### config.mk
export PLATFORM = sky130hd
export DESIGN_NAME = cond_unit
export DESIGN_NICKNAME = d
export VERILOG_FILES = /design/src/rtl/cond_unit.sv
export SDC_FILE = /design/constraint.sdc
export NUM_CORES = 1
export LEC_CHECK = 0
export ABC_AREA = 1
export BUFFER_PORTS_ARGS = -buffer_cell sky130_fd_sc_hd__buf_2
export CAP_MARGIN = 15
export CORE_MARGIN = 1
export CORE_UTILIZATION = 59
export CTS_CLUSTER_SIZE = 10
export DETAILED_ROUTE_END_ITERATION = 6
export PLACE_DENSITY_LB_ADDON = 0.1
export SYNTH_ARGS = -nofsm -noshare
export SYNTH_HDL_FRONTEND = slang
export SYNTH_SLANG_ARGS = --single-unit
### constraint.sdc
create_clock -name clk -period 5.4 [get_ports clk]
set_clock_uncertainty 0.05 [all_clocks]
set_input_delay 0.54 -clock clk [delete_from_list [all_inputs] [get_ports clk]]
set_output_delay 0.54 -clock clk [all_outputs]
set_load 0.05 [all_outputs]
### src/rtl/cond_unit.sv
// cond_unit: ARMv4 execute-stage condition check, write-strobe gating,
// NZCV flag register, saturating executed/squashed counters and sticky Undef.
module cond_unit #(
  parameter int CNT_W = 16
) (
  input  logic             clk,
  input  logic             reset,
  input  logic             Valid,
  input  logic             Stall,
  input  logic [3:0]       Cond,
  input  logic [3:0]       ALUFlags,
  input  logic [1:0]       FlagW,
  input  logic             PCS,
  input  logic             RegW,
  input  logic             MemW,
  input  logic             NoWrite,
  input  logic             ClrCnt,
  output logic [3:0]       Flags,
  output logic             CondEx,
  output logic             PCSrc,
  output logic             RegWrite,
  output logic             MemWrite,
  output logic [CNT_W-1:0] ExecCount,
  output logic [CNT_W-1:0] SquashCount,
  output logic             Undef
);
  logic [3:0]       r_flags;
  logic [CNT_W-1:0] r_exec;
  logic [CNT_W-1:0] r_squash;
  logic             r_undef;
  logic             w_n, w_z, w_c, w_v, w_pass, w_go, w_issue;
  assign {w_n, w_z, w_c, w_v} = r_flags;
  // Evaluated on the stored flags so a flag-setting instruction only affects its successors.
  always_comb begin
    w_pass = 1'b0;
    case (Cond)
      4'b0000: w_pass = w_z;
      4'b0001: w_pass = ~w_z;
      4'b0010: w_pass = w_c;
      4'b0011: w_pass = ~w_c;
      4'b0100: w_pass = w_n;
      4'b0101: w_pass = ~w_n;
      4'b0110: w_pass = w_v;
      4'b0111: w_pass = ~w_v;
      4'b1000: w_pass = w_c & ~w_z;
      4'b1001: w_pass = ~(w_c & ~w_z);
      4'b1010: w_pass = w_n == w_v;
      4'b1011: w_pass = w_n != w_v;
      4'b1100: w_pass = ~w_z & (w_n == w_v);
      4'b1101: w_pass = ~(~w_z & (w_n == w_v));
      4'b1110: w_pass = 1'b1;
      default: w_pass = 1'b0;
    endcase
  end
  assign CondEx   = Valid & w_pass;
  assign w_go     = CondEx & ~Stall;
  assign w_issue  = Valid & ~Stall;
  assign PCSrc    = PCS & w_go;
  assign RegWrite = RegW & ~NoWrite & w_go;
  assign MemWrite = MemW & w_go;
  always_ff @(posedge clk or posedge reset) begin
    if (reset) begin
      r_flags <= 4'b0000;
    end else if (w_go) begin
      if (FlagW[1]) r_flags[3:2] <= ALUFlags[3:2];
      if (FlagW[0]) r_flags[1:0] <= ALUFlags[1:0];
    end
  end
  always_ff @(posedge clk or posedge reset) begin
    if (reset) begin
      r_exec   <= '0;
      r_squash <= '0;
      r_undef  <= 1'b0;
    end else if (ClrCnt) begin
      r_exec   <= '0;
      r_squash <= '0;
      r_undef  <= 1'b0;
    end else if (w_issue) begin
      if (CondEx && !(&r_exec)) r_exec <= r_exec + CNT_W'(1);
      if (!CondEx && !(&r_squash)) r_squash <= r_squash + CNT_W'(1);
      if (Cond == 4'b1111) r_undef <= 1'b1;
    end
  end
  assign Flags       = r_flags;
  assign ExecCount   = r_exec;
  assign SquashCount = r_squash;
  assign Undef       = r_undef;
endmodule

==> metrics list <==
- The run finished, with violations left.
* Violations in the final reports: DRC
* Latest clock arrival within the worst-skew pair: 0.30 ns
- Setup repair after global routing left no endpoint under its margin.
- Vertical die dimension: 70.5 um
- Worst IR drop on VDD: 0.137 mV
* Time the final worst path needs with I/O delays and setup: 2.57 ns
* Number of setup violations in the final report: 0
- Total iterations of the first detailed-routing run: 6
- Number of buffers on the longest clock path: 2
* Placeable core region: 4440 um2
* Warnings from Yosys: 0
* Count of final hold-check violations: 0
- Synthesis produced a netlist with a net count of 395.
- HPWL reported at the end of detailed placement: 4060 um
- Wire length of the first global-routing pass: 9870 um
* Post-synth cell types: 31
- Net count reported at finish: 451
* Fraction of layout cells with a size suffix above 1: 0.260
- Combinational Power Share: 0.336
- Largest cells by area after synthesis: sky130_fd_sc_hd__dfrtp_1 (33%), sky130_fd_sc_hd__nand2_1 (13%), sky130_fd_sc_hd__nand3_1 (9.2%), sky130_fd_sc_hd__nand3_2 (8.0%), sky130_fd_sc_hd__inv_1 (6.1%)
- Number of primary I/O pins: 60
* Xor-xnor portion of the synthesized cell area: 0.0728
- CTS H-Tree Depth: 2
- For this design, the slowest cell found on the critical path is sky130_fd_sc_hd__dfrtp_1.
- Counting every sink on the clock net gives 37.
- Of the post-synthesis cell area, the part taken by muxes is 0.
* Sequential Power Share: 0.396
- Derived from the worst setup path, the maximum achievable clock frequency is 0.389 GHz.
- Peak per-stage delay on the critical path: 0.45 ns
- Switching portion of total power: 0.415
* Initial Utilization: 0.622
- Global route overflow: 0
- Largest net degree at the start of global routing: 65
- Adder and majority gate portion of the synthesized area: 0.00905
- The cell that appears most often on the critical path is sky130_fd_sc_hd__nand2_1.
- Of the total synthesized cell area, the portion taken by AND, OR, NAND and NOR gates is 0.459.
- In the final timing run, aggregate negative setup slack is 0 ns.
- Net switching power figure: 339 uW
* Share of the clock period used by the worst path: 0.477
* Portion of the post-synthesis area used by sequential elements: 0.335
* Setup Fix Bufs, Post-CTS: 0
- The number of antenna diodes in the final layout is 0.
- In the layout the commonest cells are sky130_fd_sc_hd__nand2_1 (93), sky130_fd_sc_hd__buf_2 (59), sky130_fd_sc_hd__nand3_1 (51).
* Leakage: 1.86 nW
* Cell taking the most area after synthesis: sky130_fd_sc_hd__dfrtp_1
* Highest net fanout along the worst path: 6
- Main combinational cell family by area after synthesis: simple AND/OR/NAND/NOR gates
* Detail Route Antenna Nets: 0
- Share of the synthesized area in the top cell type: 0.335
* Post-synthesis sequential element count: 37
* Clock-pin transition on the worst setup and hold timing paths: 0.08 ns
- The number of hold buffers added after CTS was 0.
* Clock buffer count from CTS: 5
- For the pin with the worst max-slew slack, the measured transition is 0.881 ns.
- Dividing the detail-routed via count by the number of cells gives 5.21.
* Floorplan die width: 70.5 um
- Clock root cell: sky130_fd_sc_hd__clkbuf_8
- In the final routed layout, each cell accounts on average for 12.1 um.
- After technology mapping, the gate count stands at 374.
- Internal cell power: 478 uW
* Number of violations of the max-capacitance limit: 0
- Count of vias placed by the detailed router: 2517
- In this run the power density over the cells is 258 nW/um2.
- From synthesis to final layout, the design area changed by 14.4%.
- The die covers 4970 um2.
- WS Path Type: reg2out
* Number of global-route vias before repair: 2220
- Relative slew slack: 0.413
- Placer's final routability congestion estimate: 0.916
- Once the clock tree was built, the resizer swapped 0 gates to a different size.
- In the global route stage, overall resource usage came out at 0.250.
- Wires add up to 5850 um.
- Walking the worst path, the cells encountered are inv_2 > nand2_1 > nand3_1 > nand2_1 > nand2_1 > nor2_2 > nand3_4 > nand3_1 > nor3b_1 > buf_2.
* # rows: 24
* Post-synthesis cell area: 2770 um2
* Number of violations reported at the end of detailed-routing iteration 0: 118
- Leaving out fill and tap cells, the most frequent cell in the layout is sky130_fd_sc_hd__nand2_1.
- The compound-gate portion of the synthesized area came to 0.0217.
- Critical path capture point type: output port
- Across all hold checks on the routed design, the worst slack comes to 0.289 ns.
* Required time at the worst-slack endpoint: 4.81 ns
* Tightest Hold Check Type: in2async
- Input and output buffers added on the ports amount to 59.
- In the routed design, unresolved DRC markers number 12.
- Kind of launch point of the worst setup path: flop
* Average cell area after synthesis: 7.40 um2
* Count of final max-slew check failures: 0
- Clock network power share: 0.268
- At the worst endpoint, the arrival time is 1.98 ns.
- TritonCTS built the clock tree.
- Initial antenna violation count: 0
-- registers in the layout, summed over array words and instances (netlist names) --
signal	flops
ExecCount	16
SquashCount	16
Flags	4
Undef	1
-- synthesized netlist by cell type --
cell / instances
sky130_fd_sc_hd__nand2_4: 2
sky130_fd_sc_hd__buf_2: 6
sky130_fd_sc_hd__nor3_1: 3
sky130_fd_sc_hd__o21bai_1: 1
sky130_fd_sc_hd__ha_1: 2
sky130_fd_sc_hd__nand4_1: 21
sky130_fd_sc_hd__xor2_1: 18
sky130_fd_sc_hd__inv_1: 45
sky130_fd_sc_hd__nand3_1: 51
sky130_fd_sc_hd__nand3_4: 2
sky130_fd_sc_hd__a31oi_1: 2
sky130_fd_sc_hd__nor2_1: 35
sky130_fd_sc_hd__nand2_8: 1
sky130_fd_sc_hd__inv_2: 7
sky130_fd_sc_hd__a21oi_2: 2
sky130_fd_sc_hd__clkbuf_1: 1
sky130_fd_sc_hd__nor2_2: 3
sky130_fd_sc_hd__o21ai_0: 2
sky130_fd_sc_hd__buf_4: 2
sky130_fd_sc_hd__buf_8: 2
sky130_fd_sc_hd__nand2_1: 93
sky130_fd_sc_hd__a21o_1: 1
sky130_fd_sc_hd__nor3b_1: 2
sky130_fd_sc_hd__nand4_2: 1
sky130_fd_sc_hd__a21oi_1: 1
sky130_fd_sc_hd__buf_6: 1
sky130_fd_sc_hd__xnor2_1: 5
sky130_fd_sc_hd__nand3_2: 22
sky130_fd_sc_hd__nor2_4: 2
sky130_fd_sc_hd__dfrtp_1: 37
sky130_fd_sc_hd__nor2_8: 1
-- stage by stage --
step	total power, mW	cell area, um2	util	setup WS, ns	cells
after floorplan	0.552	2770	-	2.27	374
after global placement	0.601	3040	0.685	2.89	474
after detailed placement	0.602	3040	0.685	2.81	474
after CTS	0.821	3150	0.708	2.80	482
after global routing	0.859	3170	0.712	2.64	483
final	0.817	3170	0.712	2.83	483
-- layer usage --
metal  global-route usage  wire, um  up-vias
met4               0.0884        93        0
met3               0.0462       217        7
met5                    0         0        -
li1                     -         -     1319
met2                0.416      2750       53
met1                0.325      2790     1138
-- critical path, delay by kind of cell, from the launching register on --
kind	cells	cell delay (ns)
buffers and inverters	2	0.38
flip-flops	1	0.45
AND/OR/NAND/NOR	8	0.86
-- area by class of cell --
class / instances / area [um2]
multi-input cells: 273 / 1560
fillers: 398 / 1280
flip-flops and latches: 37 / 926
repair buffers: 61 / 323
inverters: 52 / 195
clock buffers: 7 / 96.3
well taps: 52 / 65.1
clock inverters: 1 / 5.00
-- power by group through the flow --
stage / sequential (mW) / clock [mW] / combinational [mW]
2_1_floorplan: 0.392 / 0 / 0.161
3_3_place_gp: 0.330 / 0 / 0.271
3_5_place_dp: 0.329 / 0 / 0.273
4_1_cts: 0.324 / 0.224 / 0.274
5_1_grt: 0.328 / 0.232 / 0.299
6_report: 0.323 / 0.219 / 0.274
-- kinds of logic after synthesis --
family | after synthesis
AO/OA/AOI/OAI | 9
buffers and inverters | 64
XOR/XNOR | 23
adder cells (fa/ha/maj) | 2
AND/OR/NAND/NOR | 239
flip-flops | 37
-- worst paths after layout --
path | end | slack [ns] | from | cells after the start
max in group asynchronous | ExecCount[1]$_DFFE_PP0P_ | 4.67 | reset | 3
worst min register to register | Undef$_DFFE_PP0P_ | 0.44 | Undef$_DFFE_PP0P_ | 2
min in group clk | Flags[2]$_DFFE_PP0P_ | 0.39 | ALUFlags[2] | 3
worst min-delay path | ExecCount[15]$_DFFE_PP0P_ | 0.29 | reset | 3
worst max-delay path | RegWrite | 2.83 | Flags[3]$_DFFE_PP0P_ | 10
worst max register to register | SquashCount[11]$_DFFE_PP0P_ | 2.99 | SquashCount[0]$_DFFE_PP0P_ | 9
Power figures use the tool's default switching activity.
